$ cat config.mk
export PLATFORM = sky130hd
export DESIGN_NAME = mod_mem_arbiter
export DESIGN_NICKNAME = d
export VERILOG_FILES = /design/src/rtl/mod_mem_arbiter_pkg.sv /design/src/rtl/mod_rr_arbiter.sv /design/src/rtl/mod_mem_arbiter.sv
export SDC_FILE = /design/constraint.sdc
export NUM_CORES = 1
export LEC_CHECK = 0
export CAP_MARGIN = 5
export CORE_AREA = 5 5 119 121
export DETAILED_ROUTE_END_ITERATION = 16
export DIE_AREA = 0 0 124 126
export PLACE_DENSITY = 0.79
export SETUP_SLACK_MARGIN = 0.15
export SKIP_LAST_GASP = 1
export SYNTH_ARGS = -nofsm -noshare
export SYNTH_HDL_FRONTEND = slang
export SYNTH_HIERARCHICAL = 1
export SYNTH_SLANG_ARGS = --single-unit
$ cat constraint.sdc
create_clock -name clk_i -period 4.9 [get_ports clk_i]
set_clock_uncertainty 0.05 [all_clocks]
set_input_delay 1.47 -clock clk_i [delete_from_list [all_inputs] [get_ports clk_i]]
set_output_delay 1.47 -clock clk_i [all_outputs]
set_load 0.01 [all_outputs]
$ cat src/rtl/mod_mem_arbiter_pkg.sv
// ---------------------------------------------------------------------------
// mod_mem_arbiter_pkg
// Shared system definitions for the memory arbiter slice:
//   SYS_XLEN / SYS_BYTEENABLE_WIDTH : default address/data and byte-enable widths
//   MAX_CH                          : largest supported requester count
//   arb_state_e                     : arbiter FSM state encoding
//   grant_idx_width()               : grant-index width, $clog2(n) with a floor of 1
// ---------------------------------------------------------------------------
package mod_mem_arbiter_pkg;

  localparam int SYS_XLEN             = 32;
  localparam int SYS_BYTEENABLE_WIDTH = SYS_XLEN / 8;
  localparam int MAX_CH               = 8;

  typedef enum logic [1:0] {
    ST_IDLE = 2'd0,
    ST_BUS  = 2'd1,
    ST_DONE = 2'd2
  } arb_state_e;

  // A single channel still needs a one-bit index to keep port widths legal.
  function automatic int grant_idx_width(input int num_ch);
    return (num_ch > 1) ? $clog2(num_ch) : 1;
  endfunction

endpackage

$ cat src/rtl/mod_rr_arbiter.sv
// ---------------------------------------------------------------------------
// mod_rr_arbiter
// Purely combinational requester picker.
//   req   : eligible requesters (one bit per channel)
//   ptr   : round-robin start index (ignored in fixed-priority mode)
//   mode  : 1 = first eligible at or after ptr (wrapping), 0 = lowest index
//   grant : one-hot winner
//   idx   : binary index of the winner
//   valid : at least one requester was eligible
// ---------------------------------------------------------------------------
module mod_rr_arbiter
  import mod_mem_arbiter_pkg::*;
#(
  parameter int NUM_CH = 2,
  parameter int IDX_W  = grant_idx_width(NUM_CH)
) (
  input  logic [NUM_CH-1:0] req,
  input  logic [IDX_W-1:0]  ptr,
  input  logic              mode,
  output logic [NUM_CH-1:0] grant,
  output logic [IDX_W-1:0]  idx,
  output logic              valid
);

  always_comb begin
    int   start_idx;
    logic found;
    grant     = '0;
    idx       = '0;
    found     = 1'b0;
    start_idx = mode ? int'(ptr) : 0;
    if (start_idx >= NUM_CH) start_idx = 0;
    // Wrapping search split into two linear passes: [start..N-1] then [0..start-1].
    for (int i = 0; i < NUM_CH; i++) begin
      if (!found && req[i] && (i >= start_idx)) begin
        found    = 1'b1;
        grant[i] = 1'b1;
        idx      = IDX_W'(i);
      end
    end
    for (int i = 0; i < NUM_CH; i++) begin
      if (!found && req[i] && (i < start_idx)) begin
        found    = 1'b1;
        grant[i] = 1'b1;
        idx      = IDX_W'(i);
      end
    end
    valid = found;
  end

endmodule

$ cat src/rtl/mod_mem_arbiter.sv
// ---------------------------------------------------------------------------
// mod_mem_arbiter
// Shares one Wishbone B4 classic master port between NUM_CH requesters.
// Handshake: a requester raises req_stb_i[c] (level) with addr/we/wdata/sel
// and holds it until rsp_stb_o[c] pulses for one cycle; abort_i[c] withdraws
// interest (eligibility in IDLE, response suppression once granted). On the
// bus side wb_cyc_o/wb_stb_o stay high from grant until wb_ack_i (or timeout).
//   clk_i, rst_i          : clock, asynchronous active-high reset
//   req_*_i, abort_i      : packed per-channel request fields, channel 0 in LSBs
//   rsp_stb_o/err/rdata   : completion pulse, timeout flag, shared read data
//   wb_*                  : Wishbone master
//   dbg_state_o/rr_ptr_o  : FSM state and round-robin pointer for observation
// ---------------------------------------------------------------------------
module mod_mem_arbiter
  import mod_mem_arbiter_pkg::*;
#(
  parameter int NUM_CH  = 2,
  parameter int XLEN    = SYS_XLEN,
  parameter int RR_MODE = 1,
  parameter int TIMEOUT = 0
) (
  input  logic                         clk_i,
  input  logic                         rst_i,
  input  logic [NUM_CH-1:0]            req_stb_i,
  input  logic [NUM_CH-1:0]            req_we_i,
  input  logic [NUM_CH*XLEN-1:0]       req_addr_i,
  input  logic [NUM_CH*XLEN-1:0]       req_wdata_i,
  input  logic [NUM_CH*XLEN/8-1:0]     req_sel_i,
  input  logic [NUM_CH-1:0]            abort_i,
  output logic [NUM_CH-1:0]            rsp_stb_o,
  output logic                         rsp_err_o,
  output logic [XLEN-1:0]              rsp_rdata_o,
  output logic [XLEN-1:0]              wb_adr_o,
  output logic [XLEN-1:0]              wb_dat_o,
  output logic [XLEN/8-1:0]            wb_sel_o,
  output logic                         wb_we_o,
  output logic                         wb_stb_o,
  output logic                         wb_cyc_o,
  input  logic [XLEN-1:0]              wb_dat_i,
  input  logic                         wb_ack_i,
  output arb_state_e                   dbg_state_o,
  output logic [grant_idx_width(NUM_CH)-1:0] dbg_rr_ptr_o
);

  localparam int   IDX_W   = grant_idx_width(NUM_CH);
  localparam int   BE_W    = XLEN / 8;
  localparam int   CNT_W   = (TIMEOUT > 1) ? $clog2(TIMEOUT) : 1;
  localparam logic [CNT_W-1:0] TO_LAST = CNT_W'((TIMEOUT > 0) ? TIMEOUT - 1 : 0);
  localparam logic MODE_RR = (RR_MODE != 0);
  localparam logic [IDX_W-1:0] LAST_CH = IDX_W'(NUM_CH - 1);

  arb_state_e          state;
  logic [IDX_W-1:0]    rr_ptr;
  logic [IDX_W-1:0]    grant_idx_q;
  logic [NUM_CH-1:0]   grant_oh_q;
  logic [NUM_CH-1:0]   rsp_stb_q;
  logic [CNT_W-1:0]    to_cnt;
  logic                abort_q;

  logic [NUM_CH-1:0]   eligible;
  logic [NUM_CH-1:0]   arb_grant;
  logic [IDX_W-1:0]    arb_idx;
  logic                arb_valid;
  logic [XLEN-1:0]     win_addr;
  logic [XLEN-1:0]     win_wdata;
  logic [BE_W-1:0]     win_sel;
  logic                win_we;
  logic                abort_hit;
  logic                timeout_hit;

  assign eligible = req_stb_i & ~abort_i;

  mod_rr_arbiter #(
    .NUM_CH (NUM_CH),
    .IDX_W  (IDX_W)
  ) u_arb (
    .req   (eligible),
    .ptr   (rr_ptr),
    .mode  (MODE_RR),
    .grant (arb_grant),
    .idx   (arb_idx),
    .valid (arb_valid)
  );

  always_comb begin
    win_addr  = '0;
    win_wdata = '0;
    win_sel   = '0;
    win_we    = 1'b0;
    for (int c = 0; c < NUM_CH; c++) begin
      if (arb_grant[c]) begin
        win_addr  = req_addr_i[c*XLEN +: XLEN];
        win_wdata = req_wdata_i[c*XLEN +: XLEN];
        win_sel   = req_sel_i[c*BE_W +: BE_W];
        win_we    = req_we_i[c];
      end
    end
  end

  assign abort_hit   = |(abort_i & grant_oh_q);
  assign timeout_hit = (TIMEOUT > 0) && (to_cnt == TO_LAST);

  always_ff @(posedge clk_i or posedge rst_i) begin
    if (rst_i) begin
      state       <= ST_IDLE;
      rr_ptr      <= '0;
      grant_idx_q <= '0;
      grant_oh_q  <= '0;
      rsp_stb_q   <= '0;
      to_cnt      <= '0;
      abort_q     <= 1'b0;
      rsp_err_o   <= 1'b0;
      rsp_rdata_o <= '0;
      wb_adr_o    <= '0;
      wb_dat_o    <= '0;
      wb_sel_o    <= '0;
      wb_we_o     <= 1'b0;
      wb_stb_o    <= 1'b0;
      wb_cyc_o    <= 1'b0;
    end else begin
      rsp_stb_q <= '0;
      case (state)
        ST_IDLE: begin
          if (arb_valid) begin
            grant_idx_q <= arb_idx;
            grant_oh_q  <= arb_grant;
            wb_adr_o    <= win_addr;
            wb_dat_o    <= win_wdata;
            wb_sel_o    <= win_sel;
            wb_we_o     <= win_we;
            wb_cyc_o    <= 1'b1;
            wb_stb_o    <= 1'b1;
            to_cnt      <= '0;
            abort_q     <= 1'b0;
            state       <= ST_BUS;
          end
        end
        ST_BUS: begin
          if (abort_hit) abort_q <= 1'b1;
          // An ack in the same cycle as the timeout wins: the data is real.
          if (wb_ack_i || timeout_hit) begin
            wb_cyc_o    <= 1'b0;
            wb_stb_o    <= 1'b0;
            rsp_err_o   <= !wb_ack_i;
            rsp_rdata_o <= wb_ack_i ? wb_dat_i : '0;
            rsp_stb_q   <= (abort_q || abort_hit) ? '0 : grant_oh_q;
            state       <= ST_DONE;
          end else if (TIMEOUT > 0) begin
            to_cnt <= to_cnt + CNT_W'(1);
          end
        end
        ST_DONE: begin
          rr_ptr  <= (grant_idx_q == LAST_CH) ? '0 : grant_idx_q + IDX_W'(1);
          abort_q <= 1'b0;
          state   <= ST_IDLE;
        end
        default: state <= ST_IDLE;
      endcase
    end
  end

  // An abort arriving during the DONE cycle itself still kills the pulse.
  assign rsp_stb_o    = rsp_stb_q & ~abort_i;
  assign dbg_state_o  = state;
  assign dbg_rr_ptr_o = rr_ptr;

endmodule

==> impl_metrics.yaml <==
drt:
  drtAntennaViolNets: 0
  wl_um: 15000
  drtPass1Iterations: 4
  drcViolationCount: 0
  wl_per_cell_um: 17.3
  viasPerCell: 4.90
  initialDrtViolationCount: 200
  routed-via-count: 4264
global_route:
  grt-ovfl-total: 0
  grt_pass1_wl_um: 22700
  gr-usage-all-layers_pct: 18.5
  grt_antenna_before_repair: 0
  grt_pass1_vias: 4459
  grt_max_degree: 95
clock_tree:
  clkTransAtPathRegs_ns: 0.07
  h-tree-depth: 3
  ctsResizeCount: 0
  cts_tree: "done"
  cts.path.max_buffers: 2
  post_cts_buffers: 0
  cts_made_buffers: 9
  cts.sinks: 112
  cts_root_buf: "clkbuf_16"
  cts_hold_buffers: 0
  clock_latency_ns: 0.34
sta:
  tightest_slew_ns: 0.709
  hold_viol_final: 0
  fin_crit_ns: 4.16
  drv_slew: 0
  rsz0062_at_grt: "no"
  period_share_pct: 84.8
  slew_headroom_pct: 52.7
  tns_ns: 0
  finalSetupViolations: 0
  max_freq_mhz: 241
job:
  maxCapViolCount: 0
synthesis:
  synth_edf_count: 0
  ys_seq_area_share_pct: 59.5
  synthesis.area_per_instance_um2: 11.1
  synthArstFlopShare_pct: 100
  synth_top_area_share_pct: 59.5
  ys_ff_latch: 112
  synth_ff_type: "dfrtp_1"
  synth_top_cell_by_area: "dfrtp_1"
  synthTopCellsByArea: "dfrtp_1, a22oi_1, mux2_2"
  yosysMostFrequentCell: "dfrtp_1"
  syn_area_um2: 4710
  synthCells: 423
  yosys_warnings: 6
  yosysUniqueCellTypes: 24
  synth_common_cells: "dfrtp_1, a21oi_1, nor2_1"
finish:
  drive_above_1_share_pct: 8.50
  multi_input_area_um2: 1720
  n_fill_cell: 1039
  seq_area_um2: 2800
  final_util_pct: 61.4
  antenna-diode-count: 0
  stdcell_count: 870
  syn_to_final_growth_pct: 69.2
  fin_nets: 867
setup_path:
  worstPathArrival_ns: 2.64
  critPathLaunchType: "primary input"
  cp.required_ns: 3.38
  end_kind: "primary output"
  path_class: "primary input to primary output"
  crit_fanout: 3
die:
  die_h_um: 126
  rows: 42
  start_util_pct: 36.3
  io_pins: 286
  die_w_um: 124
  fp.coreArea_um2: 13000
  dieArea_um2: 15600
status:
  status: "complete, no violations"
power:
  leakage_nw: 3.19
  powerDensity_nw_per_um2: 519
  vdd_drop_max_mv: 0.288
placement:
  numPortBuffers: 285
  gp_congestion: 0.763
  dp.cells: 855
  place_hpwl_um: 11700
min_path:
  min_path_type: "flip-flop to flip-flop"
through the flow:
| step | area (um2) | power, mW | hold slack, ns | setup WS [ns] |
|---|---|---|---|---|
| 2_1_floorplan | 4710 | 2.32 | 0.368 | 0.421 |
| 3_3_place_gp | 7700 | 3.44 | 0.381 | 0.763 |
| 3_5_place_dp | 7700 | 3.51 | 0.400 | 0.725 |
| 4_1_cts | 7970 | 4.20 | 0.419 | 0.723 |
| 5_1_grt | 7970 | 4.40 | 0.441 | 0.682 |
| 6_report | 7970 | 4.14 | 0.420 | 0.744 |
critical path, stage by stage:
cell and delay, ns:
clkdlybuf4s50_1 0.47, nor2b_1 0.14, clkdlybuf4s50_1 0.56
cells by family (layout without fill, tap and decap cells):
kind of cell           Yosys count  in the layout  share of synthesized area (%)
buffers and inverters           41            311                           4.54
AO/OA/AOI/OAI                  148            148                           19.7
AND/OR/NAND/NOR                 86             86                           7.81
flip-flops                     112            112                           59.5
multiplexers                    35             35                           8.37
other                            1              2                         0.0796
registers in the layout, summed over array words and instances, names as in the netlist, 2 cells and up:
name         flops
rsp_rdata_o     32
wb_adr_o        32
wb_dat_o        32
wb_sel_o         4
dbg_state_o      2
grant_oh_q       2
rsp_stb_q        2
cells in the final DEF (no fill, tap or decap), types with 2 or more instances in the layout:
cell / count
clkdlybuf4s50_1: 285
dfrtp_1: 112
a21oi_1: 71
nor2_1: 71
a22oi_1: 69
mux2_2: 35
clkbuf_16: 9
nor2b_1: 5
inv_1: 4
and2_1: 3
buf_12: 3
buf_4: 3
nand2_1: 2
o21ai_0: 2
clkbuf_8: 2
clkinv_2: 2
conb_1: 2
report_power, final:
group | total (mW) | switching (mW) | leakage, nW | internal, mW
Combinational | 1.89 | 0.782 | 1.73 | 1.10
Clock | 0.676 | 0.308 | 0.134 | 0.368
Sequential | 1.58 | 0.229 | 1.32 | 1.35
area by class of cell:
type | instances | area share, %
tap | 176 | 2.76
sequential | 112 | 35.2
inverter | 5 | 0.267
clock buffer | 12 | 3.22
timing repair buffer | 291 | 36.8
multi-input combinational | 271 | 21.5
clock inverter | 3 | 0.220
layer usage:
metal	share of wire [%]	track usage, %	vias up
met1	37	20.6	2003
li1	-	-	2037
met5	0	0	-
met2	51	32.5	192
met3	10	5.83	32
met4	2.5	7.15	0
final timing paths:
path | start | end | slack, ns | cells past startpoint
setup / recovery | abort_i[1] | rsp_stb_o[1] | 0.74 | 3
hold / removal | grant_idx_q | dbg_rr_ptr_o | 0.42 | 1
setup reg to reg | dbg_rr_ptr_o | wb_adr_o[28] | 2.96 | 5
hold reg to reg | grant_idx_q | dbg_rr_ptr_o | 0.42 | 1
max in group asynchronous | rst_i | rsp_rdata_o[1] | 2.51 | 3
min in group asynchronous | rst_i | rsp_rdata_o[3] | 1.50 | 2
Note: power is estimated with default switching activity, not from simulation.
